===== src/rtl/lfsr_rand_gen.sv =====
// lfsr_rand_gen: free-running Fibonacci LFSR with reseed/zero guard feeding a burst FSM over valid/ready.
// Define LFSR_RANGE_REJECT_EN to reject candidates above MAX_VAL; undefined emits raw lfsr[OUT_W-1:0].
module lfsr_rand_gen #(
    parameter int WIDTH = 8,
    parameter logic [WIDTH-1:0] TAPS = 8'hB8,
    parameter logic [WIDTH-1:0] SEED = 8'h01,
    parameter int OUT_W = 4,
    parameter int MAX_VAL = 9
) (
    input  logic             clk,
    input  logic             rst,
    input  logic             seed_load,
    input  logic [WIDTH-1:0] seed_in,
    input  logic             req,
    input  logic [7:0]       count,
    input  logic             out_ready,
    output logic             out_valid,
    output logic [OUT_W-1:0] out_data,
    output logic             out_last,
    output logic             busy,
    output logic             done
);
    typedef enum logic [1:0] {IDLE, GEN, HOLD} state_t;
`ifdef LFSR_RANGE_REJECT_EN
    localparam bit REJECT = 1'b1;
`else
    localparam bit REJECT = 1'b0;
`endif
    localparam logic [OUT_W-1:0] MAX_V = OUT_W'(MAX_VAL);
    state_t           state;
    logic [WIDTH-1:0] lfsr;
    logic [7:0]       remaining;
    logic [OUT_W-1:0] cand;
    logic             accept;
    assign cand   = lfsr[OUT_W-1:0];
    assign accept = !REJECT || cand <= MAX_V;
    assign busy   = state != IDLE;
    always_ff @(posedge clk or posedge rst) begin
        if (rst) begin
            state     <= IDLE;
            lfsr      <= SEED;
            remaining <= '0;
            out_valid <= 1'b0;
            out_data  <= '0;
            out_last  <= 1'b0;
            done      <= 1'b0;
        end else begin
            // reseed wins over stepping; a zero seed or zero state falls back to SEED
            lfsr <= seed_load ? (seed_in != '0 ? seed_in : SEED)
                  : (lfsr == '0 ? SEED : {lfsr[WIDTH-2:0], ^(lfsr & TAPS)});
            done <= 1'b0;
            case (state)
                IDLE: if (req && count != 8'd0) begin
                    remaining <= count;
                    state     <= GEN;
                end
                GEN: if (accept) begin
                    out_data  <= cand;
                    out_last  <= remaining == 8'd1;
                    out_valid <= 1'b1;
                    state     <= HOLD;
                end
                HOLD: if (out_ready) begin
                    out_valid <= 1'b0;
                    out_last  <= 1'b0;
                    remaining <= remaining - 8'd1;
                    done      <= remaining == 8'd1;
                    state     <= remaining == 8'd1 ? IDLE : GEN;
                end
                default: state <= IDLE;
            endcase
        end
    end
endmodule

===== config.mk =====
export PLATFORM = sky130hd
export DESIGN_NAME = lfsr_rand_gen
export DESIGN_NICKNAME = d
export VERILOG_FILES = /design/src/rtl/lfsr_rand_gen.sv
export SDC_FILE = /design/constraint.sdc
export NUM_CORES = 1
export LEC_CHECK = 0
export ABC_AREA = 0
export BUFFER_PORTS_ARGS = -buffer_cell sky130_fd_sc_hd__buf_2
export CAP_MARGIN = 20
export CORE_AREA = 2 2 53 55
export CTS_CLUSTER_DIAMETER = 30
export DETAILED_ROUTE_END_ITERATION = 6
export DIE_AREA = 0 0 55 57
export PLACE_DENSITY = 0.74
export SYNTH_ARGS = -nofsm -noshare
export SYNTH_HDL_FRONTEND = slang
export SYNTH_SLANG_ARGS = --single-unit

===== constraint.sdc =====
create_clock -name clk -period 2.1 [get_ports clk]
set_input_delay 0.315 -clock clk [delete_from_list [all_inputs] [get_ports clk]]
set_output_delay 0.315 -clock clk [all_outputs]
set_load 0.02 [all_outputs]

==> flow_metrics.tcl, run 1 <==
set metrics [dict create \
    setup_violations 0 \
    syn-instance-count 115 \
    cp_cell_sequence "inv_1, ha_1, or3b_2, o41ai_1, o22ai_1" \
    insertion_delay_ps 320 \
    final.min_clock_period_ps 1750 \
    vias 973 \
    drt-total-wl_um 2490 \
    p_leak_nw 0.653 \
    firstDrtPassIters 4 \
    path_clk_slew_ps 140 \
    synthTopCellsByArea "dfrtp_1 48%, mux2_2 8.1%, a21oi_1 4.4%" \
    avgSynthCellArea_um2 10.9 \
    synthTopCellsByCount "24 x dfrtp_1, 11 x a21oi_1, 9 x inv_1, 9 x mux2_2, 7 x nor2_1" \
    synth_area_um2 1260 \
    cts_hold_buf 0 \
    critPathKind "reg2reg" \
    num_antenna_cells 0 \
    synth_xor_area_share_pct 1.39 \
    skew_ps 7.71 \
    grtUsageMet2_pct 30.4 \
    synth_warnings 0 \
    drtIter0Drc 16 \
    synth-compound-area-share_pct 16.9 \
    synth_edf_count 0 \
    cts_tree "yes" \
    p_per_area_nw_per_um2 1250 \
    crit_slowest_cell "or3b_2" \
    root_buffer "clkbuf_4" \
    rows 19 \
    cp-start-kind "flop" \
    drive_gt1_share_pct 34.5 \
    clockBufferDepth 2 \
    place_area_um2 1430 \
    ctsResizeCount 0 \
    drv_cap 0 \
    synth-adder-area-share_pct 2.98 \
    grt_overflow 0 \
    post-cts-setup-buffer-count 0 \
    fin_area_um2 1460 \
    max_slew_margin_pct 65.3 \
    fp.dieW_um 55 \
    place.gp.congestion 0.781 \
    vdd_drop_max_mv 0.936 \
    grtUsageTotal_pct 18.6 \
    drcViolationCount 0 \
    vias_per_cell 5.53 \
    slew_viol_final 0 \
    h-tree-depth 1 \
    grt_max_degree 26 \
    coreArea_um2 2620 \
    dieArea_um2 3140 \
    grt_use_met3_pct 2.62 \
    ant_nets 0 \
    syn-num-nets 139 \
    top_usage_layer "met2" \
    yosysMostFrequentCell "dfrtp_1" \
    fmaxAchievable_ghz 0.572 \
    synth_top_area_share_pct 47.7 \
    cp_max_fo 4 \
    die_h_um 57 \
    placement.io_buffers 28 \
    finalHoldViolations 0 \
    rsz0062_at_grt "no" \
    synth.area.mux_share_pct 8.85 \
    cp_slowest_stage_delay_ps 500 \
    seq_area_frac_synth_pct 49.8 \
    worst_slew_pin_slew_ps 519 \
    synth_top_family_by_area "compound AO/OA/AOI/OAI gates" \
    antenna_found_initial 0 \
    synth-simple-area-share_pct 16.5 \
    async_reset_ff_share_pct 100 \
    finalSetupTns_ps 0 \
    start_util_pct 48.1 \
    cts_buffers 3 \
    wl_per_cell_um 14.2 \
    arrival_ps 1930 \
    cts.sinks 25 \
    worst_ep_required_time_ps 2280 \
    nNetsFinal 170 \
    area_growth_pct 16.3 \
    period_share_pct 83.2 \
    synth.distinct_cells 41 \
    grt_first_pass_wirelength_um 4280 \
    ff2ff_path_depth 5 \
    end_kind "flop" \
    ys.flop_type "dfrtp_1" \
    status "finished, final reports clean" \
    synth_top_area_cell "dfrtp_1" \
    min_path_type "in2async" \
    ys_ff_latch 25 \
    grt_pass1_vias 1003 \
    io_pins 29 \
    met1_usage_pct 24.9 \
    place_hpwl_um 1960 \
]
critical path, delay by kind of cell, from the launching register on:
family,cells,cell delay (ps)
adder cells (fa/ha/maj),1,180
AND/OR/NAND/NOR,1,500
AO/OA/AOI/OAI,2,410
flip-flops,1,430
buffers and inverters,1,110
state kept, by name, summed over array words and instances (netlist names):
register   count
lfsr           8
remaining      8
out_data       4
state          2
done           1
out_last       1
out_valid      1
through the flow:
step                hold slack (ps)  power (mW)  setup slack, ps  instances  util [%]
finish                         10.7        1.83              353        176      56.0
global route                   25.2        1.99              217        176      56.0
CTS                            18.7        1.85              365        176      56.0
detailed placement              384        1.63              395        172      54.8
global placement                374        1.59              474        172      54.8
floorplan                       342        1.40              518        115         -
layout make-up:
cell class | count | area, um^2
sequential | 25 | 627
timing repair buffer | 29 | 148
fill | 242 | 1150
multi-input combinational | 78 | 587
inverter | 9 | 33.8
clock buffer | 3 | 22.5
clock inverter | 1 | 7.51
tap | 31 | 38.8
placed cells by master, fill, tap and decap left out, types with 2 or more instances in the layout:
cell type | synthesis | layout
nor4_2 | 2 | 2
inv_1 | 9 | 9
ha_1 | 3 | 3
dfrtp_1 | 24 | 24
nor2b_1 | 2 | 2
nor3_1 | 3 | 3
o21ai_0 | 3 | 3
nand2_1 | 2 | 2
o22ai_1 | 5 | 5
buf_2 | 0 | 28
nor4_1 | 3 | 3
a22o_1 | 2 | 2
nor2_1 | 7 | 7
mux2_2 | 9 | 9
o41ai_1 | 2 | 2
clkbuf_4 | 0 | 3
a21oi_1 | 11 | 11
per-layer routing:
layer  vias to the layer above  wire length (um)
met5                         -                 0
met2                        25              1230
li1                        482                 -
met4                         0                25
met1                       462              1120
met3                         4               118
kinds of logic (layout without fill, tap and decap cells):
family,count (synthesis),in the layout
simple gates,32,32
compound gates,31,31
flops,25,25
buf+inv,12,42
mux,10,10
fa+ha+maj,3,3
xor+xnor,2,2
final timing paths:
check                                              start                  endpoint  slack [ps]
worst max register to register  remaining[0]$_DFFE_PP0P_  remaining[6]$_DFFE_PP0P_         350
max in group asynchronous                            rst         lfsr[0]$_DFF_PP1_        1810
min in group clk                               out_ready      state[1]$_DFFE_PP0P_         200
worst max-delay path            remaining[0]$_DFFE_PP0P_  remaining[6]$_DFFE_PP0P_         350
worst min-delay path                                 rst  remaining[1]$_DFFE_PP0P_          10
worst min register to register         lfsr[4]$_DFF_PP0_         lfsr[5]$_DFF_PP0_         530
power breakdown:
| group | internal, mW | switching, mW |
|---|---|---|
| Clock | 0.0726 | 0.145 |
| Sequential | 0.658 | 0.152 |
| Combinational | 0.359 | 0.449 |
| Total | 1.09 | 0.746 |
(Power assumes the default switching activity.)
==> inputs of run 2 (changes only) <==
==> config.mk (replaced) <==
export PLATFORM = sky130hd
export DESIGN_NAME = lfsr_rand_gen
export DESIGN_NICKNAME = d
export VERILOG_FILES = /design/src/rtl/lfsr_rand_gen.sv
export SDC_FILE = /design/constraint.sdc
export NUM_CORES = 1
export LEC_CHECK = 0
export ABC_AREA = 1
export BUFFER_PORTS_ARGS = -buffer_cell sky130_fd_sc_hd__buf_2
export CAP_MARGIN = 20
export CORE_AREA = 2 2 54 56
export CTS_CLUSTER_DIAMETER = 30
export DETAILED_ROUTE_END_ITERATION = 6
export DIE_AREA = 0 0 56 58
export PLACE_DENSITY = 0.76
export SYNTH_ARGS = -nofsm -noshare
export SYNTH_HDL_FRONTEND = slang
export SYNTH_SLANG_ARGS = --single-unit
==> constraint.sdc (replaced) <==
create_clock -name clk -period 1.8 [get_ports clk]
set_input_delay 0.27 -clock clk [delete_from_list [all_inputs] [get_ports clk]]
set_output_delay 0.27 -clock clk [all_outputs]
set_load 0.02 [all_outputs]
==> flow_metrics.tcl, run 2 <==
set metrics [dict create \
    status "finished, final reports clean" \
    syn-num-nets 203 \
    path_clk_slew_ps 140 \
    multi_input_area_um2 622 \
    cp-start-kind "flop" \
    post-cts-setup-buffer-count 0 \
    vias 1228 \
    insertion_delay_ps 310 \
    vias_per_cell 5.10 \
    syn-instance-count 179 \
    final.min_clock_period_ps 1460 \
    final_cell_mix "55 x nand2_1, 28 x buf_2, 24 x dfrtp_1" \
    worst_hold_slack_ps 152 \
    end_kind "primary output" \
    grt_overflow 0 \
    async_reset_ff_share_pct 100 \
    ys.flop_type "dfrtp_1" \
    max_slew_margin_pct 78.6 \
    synth.area.mux_share_pct 0 \
    fp.dieW_um 56 \
    ys_ff_latch 25 \
    synthTopCellsByCount "55 x nand2_1, 24 x dfrtp_1, 22 x inv_1" \
    placement.io_buffers 28 \
    synth_top_family_by_area "simple AND/OR/NAND/NOR gates" \
    rows 19 \
    drtIter0Drc 43 \
    cts.sinks 25 \
    rsz0062_at_grt "no" \
    period_share_pct 81.2 \
    drt-total-wl_um 2780 \
    die_h_um 58 \
    largestRegisters "lfsr (8), remaining (8), out_data (4)" \
    h-tree-depth 1 \
    synth_area_um2 1360 \
    worst_ep_required_time_ps 1530 \
    cts_hold_buf 1 \
    drive_gt1_share_pct 21.0 \
    cp_max_fo 3 \
    synth_top_area_share_pct 44.1 \
    seq_area_frac_synth_pct 46.0 \
    ant_nets 0 \
    grt_first_pass_wirelength_um 4810 \
    n_fill_cell 259 \
    worst_slew_pin_slew_ps 320 \
    setup_violations 0 \
    ff_latch_area_um2 627 \
    coreArea_um2 2660 \
    synth.distinct_cells 22 \
    synthTopCellsByArea "dfrtp_1 44%, nand2_1 15%, o21ai_0 7.3%" \
    finalSetupTns_ps 0 \
    grt_max_degree 26 \
    dieArea_um2 3250 \
    arrival_ps 1190 \
    start_util_pct 51.2 \
    antenna_found_initial 0 \
    synth_xor_area_share_pct 0.643 \
    place.gp.congestion 0.961 \
    finalHoldViolations 0 \
    drcViolationCount 0 \
    grtUsageTotal_pct 19.0 \
    grt_pass1_vias 1165 \
    synth_top_area_cell "dfrtp_1" \
    yosysMostFrequentCell "nand2_1" \
    firstDrtPassIters 4 \
    vdd_drop_max_mv 0.961 \
    area_growth_pct 14.4 \
    root_buffer "clkbuf_4" \
    synth_warnings 0 \
    io_pins 29 \
    wl_per_cell_um 11.5 \
    final_util_pct 58.6 \
    synth_edf_count 0 \
    place_hpwl_um 2120 \
    num_antenna_cells 0 \
    drv_cap 0 \
    critPathKind "reg2out" \
    nNetsFinal 235 \
    cts_tree "yes" \
    avgSynthCellArea_um2 7.61 \
    p_per_area_nw_per_um2 1410 \
    fmaxAchievable_ghz 0.684 \
    clockBufferDepth 2 \
    slew_viol_final 0 \
    synth-simple-area-share_pct 33.1 \
    synth-adder-area-share_pct 2.75 \
    final_common_cell "nand2_1" \
    cts_buffers 3 \
    p_leak_nw 0.846 \
    skew_ps 1.27 \
    synth-compound-area-share_pct 9.18 \
    ctsResizeCount 0 \
    min_path_type "in2reg" \
]
[run 2: changes by cell type after synthesis, sizes merged, moves of 2 or more]
cell / change
inv: +13
nand3: +14
nor2b: -2
nor4: -5
o41ai: -2
a21oi: -11
mux2: -9
o22ai: -5
or4: -2
nand2: +56
o21ai: +18
nand4: +2
a22o: -2
nor2: +14
[run 2: final cells by class]
class,instances,area share [%]
repair buffers,30,10.1
inverters,23,5.54
multi-input cells,128,39.9
well taps,31,2.49
clock buffers,3,1.44
clock inverters,1,0.321
flip-flops and latches,25,40.2
[run 2: metal layers]
layer  up-vias  wire [um]  track usage (%)
li1        621          -                -
met1       561       1240             24.9
met2        42       1340             31.8
met3         4        165             3.79
met4         0         33             6.46
met5         -          0                0
[run 2: worst max-delay path: stages, from the launching register on]
cell and delay [ps]:
dfrtp_1 440, or2_4 280, buf_2 160
[run 2: power breakdown]
| group | internal, mW | switching, mW |
|---|---|---|
| clock network | 0.0831 | 0.173 |
| logic | 0.364 | 0.694 |
| registers | 0.747 | 0.144 |
| total | 1.19 | 1.01 |
[run 2: logic make-up after synthesis]
group,Yosys count
AND/OR/NAND/NOR,101
buffers and inverters,26
flip-flops,25
AO/OA/AOI/OAI,23
adder cells (fa/ha/maj),3
XOR/XNOR,1
[run 2: path summary, 6_finish.rpt]
check | from | to | slack (ps) | depth (start not counted)
setup / recovery | state[0]$_DFFE_PP0P_ | busy | 340 | 2
hold / removal | seed_in[5] | lfsr[5]$_DFF_PP0_ | 150 | 3
setup reg to reg | remaining[0]$_DFFE_PP0P_ | remaining[6]$_DFFE_PP0P_ | 390 | 7
hold reg to reg | lfsr[4]$_DFF_PP0_ | lfsr[5]$_DFF_PP0_ | 490 | 2
max in group asynchronous | rst | lfsr[0]$_DFF_PP1_ | 990 | 4
min in group asynchronous | rst | remaining[1]$_DFFE_PP0P_ | 520 | 4
[run 2: stage by stage]
| stage | power, mW | std cells | cell area (um^2) | setup slack [ps] |
|---|---|---|---|---|
| finish | 2.21 | 241 | 1560 | 338 |
| global route | 2.41 | 241 | 1560 | 229 |
| CTS | 2.20 | 241 | 1560 | 333 |
| detailed placement | 1.95 | 236 | 1520 | 431 |
| global placement | 1.90 | 236 | 1520 | 460 |
| floorplan | 1.72 | 179 | 1360 | 550 |
